File: src/rtl/sig_pkg.sv
// Shared types and constants for the sequential shift-add multiplier.
package sig_pkg;

    localparam logic [1:0] ST_IDLE = 2'd0;
    localparam logic [1:0] ST_CALC = 2'd1;
    localparam logic [1:0] ST_DONE = 2'd2;

    typedef enum logic [1:0] {
        IDLE = ST_IDLE,
        CALC = ST_CALC,
        DONE = ST_DONE
    } sig_state_t;

    // Step counter width: enough for 0..w-1, never narrower than one bit.
    function automatic int cnt_width(input int w);
        int c;
        c = $clog2(w);
        return (c < 1) ? 1 : c;
    endfunction

endpackage

File: src/rtl/sig_neg.sv
// Conditional two's-complement negator: oY = iNeg ? -iX : iX.
module sig_neg #(
    parameter int W = 4
) (
    input  logic         iNeg,
    input  logic [W-1:0] iX,
    output logic [W-1:0] oY
);

    assign oY = iNeg ? -iX : iX;

endmodule

File: src/rtl/sig_seq_mul.sv
// Multi-cycle signed/unsigned shift-add multiplier with valid/ready handshakes
// on both sides; one partial-product step per clock.
module sig_seq_mul
    import sig_pkg::*;
#(
    parameter int WIDTH = 4
) (
    input  logic               iClk,
    input  logic               iRst_n,
    input  logic               iValid,
    output logic               oReady,
    input  logic               iSigned,
    input  logic [WIDTH-1:0]   iX1,
    input  logic [WIDTH-1:0]   iX2,
    output logic               oValid,
    input  logic               iReady,
    output logic [2*WIDTH-1:0] oY
);

    localparam int CW = cnt_width(WIDTH);
    localparam logic [CW-1:0] LAST = CW'(WIDTH - 1);

    sig_state_t         state_q, state_d;
    logic [2*WIDTH:0]   acc_q, acc_step;
    logic [WIDTH-1:0]   mcand_q, mplier_q;
    logic [WIDTH-1:0]   mag1, mag2, addend;
    logic [WIDTH:0]     upper;
    logic [2*WIDTH-1:0] prod, y_q;
    logic [CW-1:0]      cnt_q;
    logic               neg_q;

    sig_neg #(.W(WIDTH)) u_mag1 (
        .iNeg (iSigned & iX1[WIDTH-1]),
        .iX   (iX1),
        .oY   (mag1)
    );

    sig_neg #(.W(WIDTH)) u_mag2 (
        .iNeg (iSigned & iX2[WIDTH-1]),
        .iX   (iX2),
        .oY   (mag2)
    );

    // Add into the upper half (carry lands in the extra top bit), then shift.
    assign addend   = mplier_q[0] ? mcand_q : '0;
    assign upper    = acc_q[2*WIDTH:WIDTH] + {1'b0, addend};
    assign acc_step = {upper, acc_q[WIDTH-1:0]} >> 1;

    sig_neg #(.W(2 * WIDTH)) u_fix (
        .iNeg (neg_q),
        .iX   (acc_step[2*WIDTH-1:0]),
        .oY   (prod)
    );

    always_comb begin
        state_d = state_q;
        unique case (state_q)
            IDLE:    if (iValid) state_d = CALC;
            CALC:    if (cnt_q == LAST) state_d = DONE;
            DONE:    if (iReady) state_d = IDLE;
            default: state_d = IDLE;
        endcase
    end

    always_ff @(posedge iClk) begin
        if (!iRst_n) begin
            state_q  <= IDLE;
            acc_q    <= '0;
            mcand_q  <= '0;
            mplier_q <= '0;
            neg_q    <= 1'b0;
            cnt_q    <= '0;
            y_q      <= '0;
        end else begin
            state_q <= state_d;
            unique case (state_q)
                IDLE: begin
                    if (iValid) begin
                        mcand_q  <= mag1;
                        mplier_q <= mag2;
                        neg_q    <= iSigned & (iX1[WIDTH-1] ^ iX2[WIDTH-1]);
                        acc_q    <= '0;
                        cnt_q    <= '0;
                    end
                end
                CALC: begin
                    acc_q    <= acc_step;
                    mplier_q <= mplier_q >> 1;
                    cnt_q    <= cnt_q + CW'(1);
                    if (cnt_q == LAST) y_q <= prod;
                end
                default: ;
            endcase
        end
    end

    assign oReady = (state_q == IDLE);
    assign oValid = (state_q == DONE);
    assign oY     = y_q;

endmodule

File: config.mk
export PLATFORM = sky130hd
export DESIGN_NAME = sig_seq_mul
export DESIGN_NICKNAME = d
export VERILOG_FILES = /design/src/rtl/sig_pkg.sv /design/src/rtl/sig_neg.sv /design/src/rtl/sig_seq_mul.sv
export SDC_FILE = /design/constraint.sdc
export NUM_CORES = 1
export LEC_CHECK = 0
export ABC_AREA = 1
export CORE_AREA = 2 2 64 66
export CTS_CLUSTER_DIAMETER = 50
export DETAILED_ROUTE_END_ITERATION = 6
export DIE_AREA = 0 0 66 68
export GPL_ROUTABILITY_DRIVEN = 0
export PLACE_DENSITY = 0.68
export SYNTH_ARGS = -nofsm -noshare
export SYNTH_HDL_FRONTEND = slang
export SYNTH_HIERARCHICAL = 1
export SYNTH_SLANG_ARGS = --single-unit
export TNS_END_PERCENT = 30
File: constraint.sdc
create_clock -name iClk -period 2.4 [get_ports iClk]
set_input_delay 0.24 -clock iClk [delete_from_list [all_inputs] [get_ports iClk]]
set_output_delay 0.24 -clock iClk [all_outputs]
set_load 0.1 [all_outputs]
## After elaboration in Yosys (flattened, before gate mapping)

Cells that the tools add are included.

- Register bits after elaboration: 30

- Equal/unequal tests: 6
- Reduce and logical (&&, ||, !) cells: 6
- Muxes and demuxes: 14
- Bitwise operators: 4
- Add/subtract/negate cells: 5

Operator list:

| operator | count |
|---|---|
| case mux 9 bit (2 select lines) | 1 |
| two-way mux 4 bit | 4 |
| two-way mux 9 bit | 1 |
| two-way mux 2 bit | 4 |
| two-way mux 8 bit | 1 |
| negation 4 bit | 2 |
| negation 8 bit | 1 |
| case mux 4 bit (2 select lines) | 1 |
| case mux 2 bit (3 select lines) | 1 |
| AND reduction 2 bit | 3 |
| adder 5 x 4 -> 5 bit | 1 |
| == test 2 bit, second input constant | 2 |
| != test 2 bit, second input constant | 2 |
| case mux 2 bit (2 select lines) | 1 |
| AND 1 bit | 3 |
| AND reduction 3 bit | 1 |
| adder 2 x 1 -> 2 bit, second input constant | 1 |
| == test 2 x 1 -> 1 bit, second input constant | 1 |
| zero test 2 bit | 1 |
| != test 2 x 1 -> 1 bit, second input constant | 1 |
| nonzero test 2 bit | 1 |
| bitwise XOR 1 bit | 1 |

## Logic depth before layout (Yosys ltp)

Gate-level depths: netlist (run 1).

- Depth after elaboration: 4
- Mapped depth: 15
- Depth with buffers taken out: 15

## Modules after synthesis

Netlist (run 1), hierarchy kept.

By module, submodules not included:

| module | seq. area each (um^2) | times used | area each (um^2) | cells an instance |
|---|---|---|---|---|
| sig_seq_mul | 560.5 | 1 | 1260.0 | 160 |
| sig_neg at u_fix | 0.0 | 1 | 195.2 | 39 |
| sig_neg at u_mag1 ... | 0.0 | 2 | 83.8 | 17 |

## Least setup slack after synthesis (run 1)

Ideal clock, no wire load.

- Path kind: register to register
- Start: register state_q[1]
- End: register state_q[1]
- Arrival time: 1952 ps
- Slack: 376 ps
- Setup time: 72 ps
- Required time: 2328 ps
- Cell stages (with the launch flop): 5
- Buffers on the path: 0
- Period minus slack after synthesis: 2024 ps
- Cell sequence: dfxtp_1 -> inv_1 -> nor2_1 -> nand2_1 -> a21oi_1

- Word-level cells in the longest chain between the ends: 3
- Elaborated cells on any way between the ends: 8

RTL lines:

| what | RTL line | RTL |
|---|---|---|
| from (decl) | sig_seq_mul.sv:23 | `sig_state_t state_q, state_d;` |
| from (signal assigned) | sig_seq_mul.sv:75 | `state_q <= state_d;` |
| == test 2 bit (*) | - |  |
| net oValid | sig_seq_mul.sv:15 | `output logic oValid,` |
| != test 2 x 1 -> 1 bit (no source line) | - |  |
| AND reduction 3 bit (no source line) | - |  |

Mark *: on every way through the listed nets, which the timed path passes. The rest lies on a longest branch.
A chain may end at the register's enable or synchronous reset.

## Worst setup path in the final report (run 1)

- Start: register mplier_q[0]
- End: register y_q[7] (netlist: oY[7])

- Word-level cells in the longest chain between the ends: 4

RTL lines:

| what | RTL line | RTL |
|---|---|---|
| from (decl) | sig_seq_mul.sv:25 | `logic [WIDTH-1:0] mcand_q, mplier_q;` |
| from (signal assigned) | sig_seq_mul.sv:80 | `mplier_q <= mag2;` |
| from (signal assigned) | sig_seq_mul.sv:88 | `mplier_q <= mplier_q >> 1;` |
| two-way mux 4 bit | sig_seq_mul.sv:45 | `assign addend = mplier_q[0] ? mcand_q : '0;` |
| adder 5 x 4 -> 5 bit | sig_seq_mul.sv:46 | `assign upper = acc_q[2*WIDTH:WIDTH] + {1'b0, addend};` |
| net upper[2] | sig_seq_mul.sv:27 | `logic [WIDTH:0] upper;` |
| negation 8 bit | sig_neg.sv:10 | `assign oY = iNeg ? -iX : iX;` |
| two-way mux 8 bit | sig_neg.sv:10 |  |
| net prod[7] | sig_seq_mul.sv:28 | `logic [2*WIDTH-1:0] prod, y_q;` |
| to (signal assigned) | sig_seq_mul.sv:90 | `if (cnt_q == LAST) y_q <= prod;` |
| to (decl) | sig_seq_mul.sv:28 |  |

The timed path passes the listed nets, and every way through them passes these cells.

==> results of run 1 <==
[cell usage after synthesis (2+ instances only)]
master    count
nor2_1       16
dfxtp_1      28
nor2_2        2
o21ai_0       9
xnor2_1       2
clkbuf_1      2
nand2_4       3
xor2_1        4
nand2_2       2
a21oi_1      21
inv_1        25
buf_4         4
o211a_1       3
nand3_1      20
buf_6         2
nand3b_1      2
ha_1          8
nand2_1      69
[metrics by stage]
stage | power [mW] | setup slack [ps]
2_1_floorplan | 0.6336 | 376.0
3_5_place_dp | 0.6753 | 414.7
5_1_grt | 1.007 | 170.9
4_1_cts | 0.9643 | 388.5
6_report | 0.9517 | 399.2
3_3_place_gp | 0.6738 | 468.8
[worst paths after layout]
kind / end / slack (ps) / cells past startpoint
worst max-delay path: oY[7] / 400 / 13
worst max register to register: oY[7] / 400 / 13
worst min register to register: oY[3] / 470 / 2
worst min-delay path: oY[3] / 470 / 2
[critical path: stages, from the launching register on]
cell     delay, ps
dfxtp_1        350
nand2_1         60
inv_1           40
ha_1           190
fa_1           400
xor2_1         290
nor2_1          90
nand2_1         70
nand2_1         60
nand2_1         70
nand2_1         40
nand2_1         50
nand3_1         70
a21oi_1        150
[cells in the final DEF (no fill, tap or decap), types with 2 or more instances in the layout]
master	instances
inv_1	25
nand3b_1	2
o21ai_0	9
nor2_1	16
buf_4	12
nand2_1	69
dfxtp_1	28
xnor2_1	2
a21oi_1	21
clkdlybuf4s50_1	12
nor2_2	2
o211a_1	3
nand2_2	2
ha_1	8
nand3_1	20
xor2_1	4
clkbuf_8	4
nand2_4	3
[flip-flops by register name, summed over array words and instances (netlist names)]
register / count
oY: 8
state_q: 2
mcand_q: 4
cnt_q: 2
neg_q: 1
acc_q: 7
mplier_q: 4
[kinds of logic (layout without fill, tap and decap cells)]
logic type,Yosys count,in the layout,share of synthesized area
adder cells (fa/ha/maj),9,9,0.07402
XOR/XNOR,6,6,0.03238
AO/OA/AOI/OAI,37,37,0.1288
AND/OR/NAND/NOR,115,115,0.3076
buffers and inverters,38,57,0.1118
flip-flops,28,28,0.3454
[area by class of cell]
type	count	share of cell area
multi-input cells	167	0.4672
inverters	29	0.06171
flip-flops and latches	28	0.2973
clock buffers	4	0.02920
well taps	50	0.03318
repair buffers	24	0.1115
[routing by layer]
layer | up-vias | global-route usage | part of all wire | wire [um]
li1 | 776 | - | - | -
met3 | 2 | 0.01974 | 0.036 | 107
met4 | 0 | 0.03571 | 0.0077 | 23
met5 | - | 0 | 0 | 0
met1 | 608 | 0.1808 | 0.47 | 1396
met2 | 26 | 0.2727 | 0.49 | 1459
[power by group]
| part | internal (mW) | switching, mW |
|---|---|---|
| Combinational | 0.0654 | 0.0986 |
| Clock | 0.147 | 0.141 |
| Sequential | 0.483 | 0.0164 |
==> qor.csv, run 1 <==
stage;metric;value;unit
yosys;synthTopCellsByArea;dfxtp_1 (35%), nand2_1 (16%), a21oi_1 (6.5%);
placed_design;dpl.hpwl;2307;um
routing;drt_pass1_iterations;4;
cts;cts.path.max_buffers;2;
yosys;syn-num-nets;255;
sta;rsz0062_at_grt;no;
setup_path;startpoint_type;register;
die;dieArea;4488;um2
cts;clk_pin_slew;90;ps
global_routing;grt_start_max_net_pins;22;
cts;cts_root_buf;clkbuf_8;
yosys;yosys_warnings;6;
run_status;status;finished, final reports clean;
die;die_h;68;um
die;core_area;3856;um2
power_and_ir_drop;p_per_area;504.7;nW/um2
placed_design;postPlaceCellArea;1831;um2
yosys;syn_inst;233;
setup_path;required;2600;ps
global_routing;grt_pass1_wl;5257;um
die;dieWidth;66;um
setup_path;worstSetupStartpoint;mplier_q[0];
yosys;yosysTopAreaCell;dfxtp_1;
power_and_ir_drop;vdd_drop_max;0.2318;mV
global_routing;first_global_vias;1250;
worst_hold_path;hp-class;register to register;
cells_and_area;utilization;0.4890;
yosys;synth_area;1623;um2
sta;relSlewSlack;0.7403;
cells_and_area;nets;275;
cts;cts_tree;built;
run;maxCapViolCount;0;
setup_path;path_class;register to register;
global_routing;grtUsageTotal;0.1471;
yosys;ys_types;29;
routing;viasPerCell;4.675;
routing;drt-wirelength-per-cell;9.891;um
setup_path;reg2reg_from;mplier_q[0];
sta;drv_slew;0;
sta;holdWs;466.3;ps
die;io_pins;23;
cells_and_area;ff_latch_area;560.5;um2
yosys;yosysSeqAreaShare;0.3454;
routing;wl;2987;um
cells_and_area;fill_cells;414;
placed_design;dpl.cell_count;298;
sta;hold_viol;0;
sta;fin_crit;2001;ps
routing;ant_nets;0;
yosys;synth_flop_cell;dfxtp_1;
die;rows;23;
cts;clock_latency;270;ps
cts;clock_sinks;28;
routing;drc;0;
worst_hold_path;hold_start;oY[3];
cts;cts_made_buffers;3;
sta;finalSetupTns;0;ps
sta;clock_skew;1.417;ps
cells_and_area;syn2layout_area_growth;16.19;%
cells_and_area;final_area;1886;um2
cells_and_area;n_antenna_cell;0;
yosys;async_flop_share;0;
setup_path;arrival;2210;ps
cells_and_area;multi_input_area;880.8;um2
yosys;yosysTopAreaCellShare;0.3454;
cts;cts_resized;0;
cells_and_area;drive_gt1_frac;0.1071;
sta;setup_viol;0;
sta;min_period_over_period;0.8337;
routing;drtIter0Drc;50;
power_and_ir_drop;cellLeakagePower;0.9086;nW
yosys;synth_edf_count;0;
cells_and_area;final_cells;302;
sta;worstMarginPinSlew;389.1;ps
global_routing;overflow;0;
placed_design;numPortBuffers;22;
global_routing;antenna_found_initial;0;
cts;post_cts.repair.setup_buffers;0;
routing;vias;1412;
setup_path;path_max_fanout;5;
yosys;ys_ff_latch;28;
cts;postCtsHoldBufs;0;
yosys;syn_area_per_cell;6.965;um2
cts;h-tree-depth;1;
setup_path;crit_path_end_kind;register;
sta;clock.fmax;0.4998;GHz
die;initial_core_util;0.4208;
No activity file was read; power rests on OpenSTA's default activity.
==> inputs of run 2 (changes only) <==
- PLACE_DENSITY: 0.68 -> 0.71
- clock period: 2.4 -> 1.6 ns (I/O delays scaled with it)
==> qor.csv, run 2 (synthesis results as in run 1) <==
stage;metric;value;unit;change
setup_path;crit_path_end_kind;register;;unchanged
setup_path;path_cells;nand2_2 > inv_2 > ha_4 > fa_2 > xor2_4 > buf_4 > nand3b_1 > nand2_1 > nand3_1 > a21oi_1;;was nand2_1 > inv_1 > ha_1 > fa_1 > xor2_1 > nor2_1 > nand2_1 > nand2_1 > nand2_1 > nand2_1 > nand2_1 > nand3_1 > a21oi_1
cells_and_area;largest_register_ffs;8;;unchanged
die;dieArea;4488;um2;unchanged
worst_hold_path;hp-class;register to register;;unchanged
cts;cts_made_buffers;3;;unchanged
sta;rsz0062_at_grt;yes;;was no
global_routing;overflow;0;;unchanged
setup_path;required;1810;ps;was 2600 ps
placed_design;numPortBuffers;22;;unchanged
cts;h-tree-depth;1;;unchanged
sta;worst_slack;-276.3;ps;was 399.2 ps
cts;postCtsHoldBufs;0;;unchanged
routing;vias;1495;;was 1,412
setup_path;arrival;2090;ps;was 2210 ps
sta;worstMarginPinSlew;404.7;ps;was 389.1 ps
cells_and_area;syn2layout_area_growth;34.31;%;was 16.19%
die;dieWidth;66;um;unchanged
die;rows;23;;unchanged
sta;finalSetupTns;-976.4;ps;was 0 ps
placed_design;dpl.hpwl;2454;um;was 2307 um
routing;drtIter0Drc;52;;was 50
global_routing;grt_pass1_wl;5637;um;was 5257 um
sta;clock_skew;5.939;ps;was 1.417 ps
sta;drv_slew;0;;unchanged
cells_and_area;fill_cells;377;;was 414
die;initial_core_util;0.4208;;unchanged
cts;clk_pin_slew;100;ps;was 90 ps
placed_design;dpl.cell_count;304;;was 298
cells_and_area;drive_gt1_frac;0.2046;;was 0.1071
sta;fin_crit;1876;ps;was 2001 ps
sta;min_period_over_period;1.173;;was 0.8337
cells_and_area;utilization;0.5652;;was 0.4890
global_routing;grtUsageTotal;0.1624;;was 0.1471
cts;clock_sinks;28;;unchanged
cts;clock_latency;280;ps;was 270 ps
cells_and_area;layout_common_cells;nand2_1 (68), dfxtp_1 (26), inv_1 (22), a21oi_1 (19), nand3_1 (18);;was nand2_1 (69), dfxtp_1 (28), inv_1 (25), a21oi_1 (21), nand3_1 (20)
global_routing;antenna_found_initial;0;;unchanged
sta;relSlewSlack;0.7298;;was 0.7403
die;core_area;3856;um2;unchanged
setup_path;path_max_fanout;4;;was 5
global_routing;grt_start_max_net_pins;22;;unchanged
power_and_ir_drop;power.total;1.596;mW;was 951.7 uW
cells_and_area;nets;282;;was 275
sta;setup_viol;5;;was 0
power_and_ir_drop;vdd_drop_max;0.4399;mV;was 0.2318 mV
worst_hold_path;holdPathStages;1;;was 2
setup_path;rr_worst_depth;10;;was 13
cells_and_area;final_cells;309;;was 302
power_and_ir_drop;p_per_area;732.2;nW/um2;was 504.7 nW/um2
routing;viasPerCell;4.838;;was 4.675
run_status;status;complete, but fails checks;;was finished, final reports clean
cells_and_area;n_antenna_cell;0;;unchanged
routing;ant_nets;0;;unchanged
routing;wl;3388;um;was 2987 um
setup_path;critPathMaxStageDelay;390;ps;was 400 ps
cts;cts_root_buf;clkbuf_8;;unchanged
run_status;failed_checks;negative setup slack;;
cts;cts.path.max_buffers;2;;unchanged
routing;drt-wirelength-per-cell;10.96;um;was 9.891 um
die;die_h;68;um;unchanged
power_and_ir_drop;cellLeakagePower;0.9860;nW;was 0.9086 nW
cells_and_area;final_common_cell;nand2_1;;unchanged
routing;drt_pass1_iterations;4;;unchanged
sta;hold_viol;0;;unchanged
run;maxCapViolCount;0;;unchanged
routing;drc;0;;unchanged
setup_path;crit_path_top_delay_cell;fa_2;;was fa_1
setup_path;startpoint_type;register;;unchanged
global_routing;first_global_vias;1354;;was 1,250
setup_path;path_class;register to register;;unchanged
die;io_pins;23;;unchanged
sta;clock.fmax;0.5330;GHz;was 0.4998 GHz
cts;cts_tree;built;;unchanged
## run 2: per-stage QoR
step	hold WS, ps	worst slack [ps]	cell area [um2]
finish	465.7	-276.3	2180
global route	515.4	-376.2	2180
CTS	470.5	-256.2	2127
detailed placement	456.9	-252.7	2033
global placement	446.2	-211.4	2033
floorplan	332.1	-121.9	1655
## run 2: final cells by class
type,instances,area [um2],area share
Multi-Input combinational cell,167,975.9,0.4478
Timing Repair Buffer,31,387.9,0.1780
Tap cell,50,62.56,0.02870
Clock inverter,1,30.03,0.01378
Clock buffer,3,41.29,0.01894
Sequential cell,28,565.5,0.2595
Inverter,29,116.4,0.05339
## run 2: worst max-delay path: cells and delay by family (launching register included)
family | cells | cell delay [ps]
buffers and inverters | 2 | 190
AOI/OAI and AO/OA | 1 | 160
xor gates and xnor gates | 1 | 180
DFF | 1 | 370
and+or+nand+nor | 4 | 370
adders and majority gates | 2 | 550
## run 2: timing repair
item | in CTS | in global routing
buffers inserted | 0 | 1
endpoints found under the setup margin | 5 | 7
pin swaps | 8 | 4
resized for setup | 7 | 10
endpoints found under the hold margin | 0 | 0
## run 2: path summary, 6_finish.rpt
check                           slack, ps         from  endpoint
worst max-delay path                 -280  mplier_q[0]     oY[5]
worst min-delay path                  470     cnt_q[0]  cnt_q[0]
worst max register to register       -280  mplier_q[0]     oY[5]
worst min register to register        470     cnt_q[0]  cnt_q[0]
## run 2: metal layers
metal | global-route usage | wire length [um]
met5 | 0 | 0
met4 | 0.06122 | 54
met3 | 0.02467 | 74
met2 | 0.3169 | 1881
met1 | 0.1766 | 1378
## run 2: where the power goes
| group | internal (mW) | switching, mW |
|---|---|---|
| Sequential | 0.726 | 0.0273 |
| Combinational | 0.120 | 0.159 |
| Clock | 0.335 | 0.228 |
| Total | 1.18 | 0.414 |
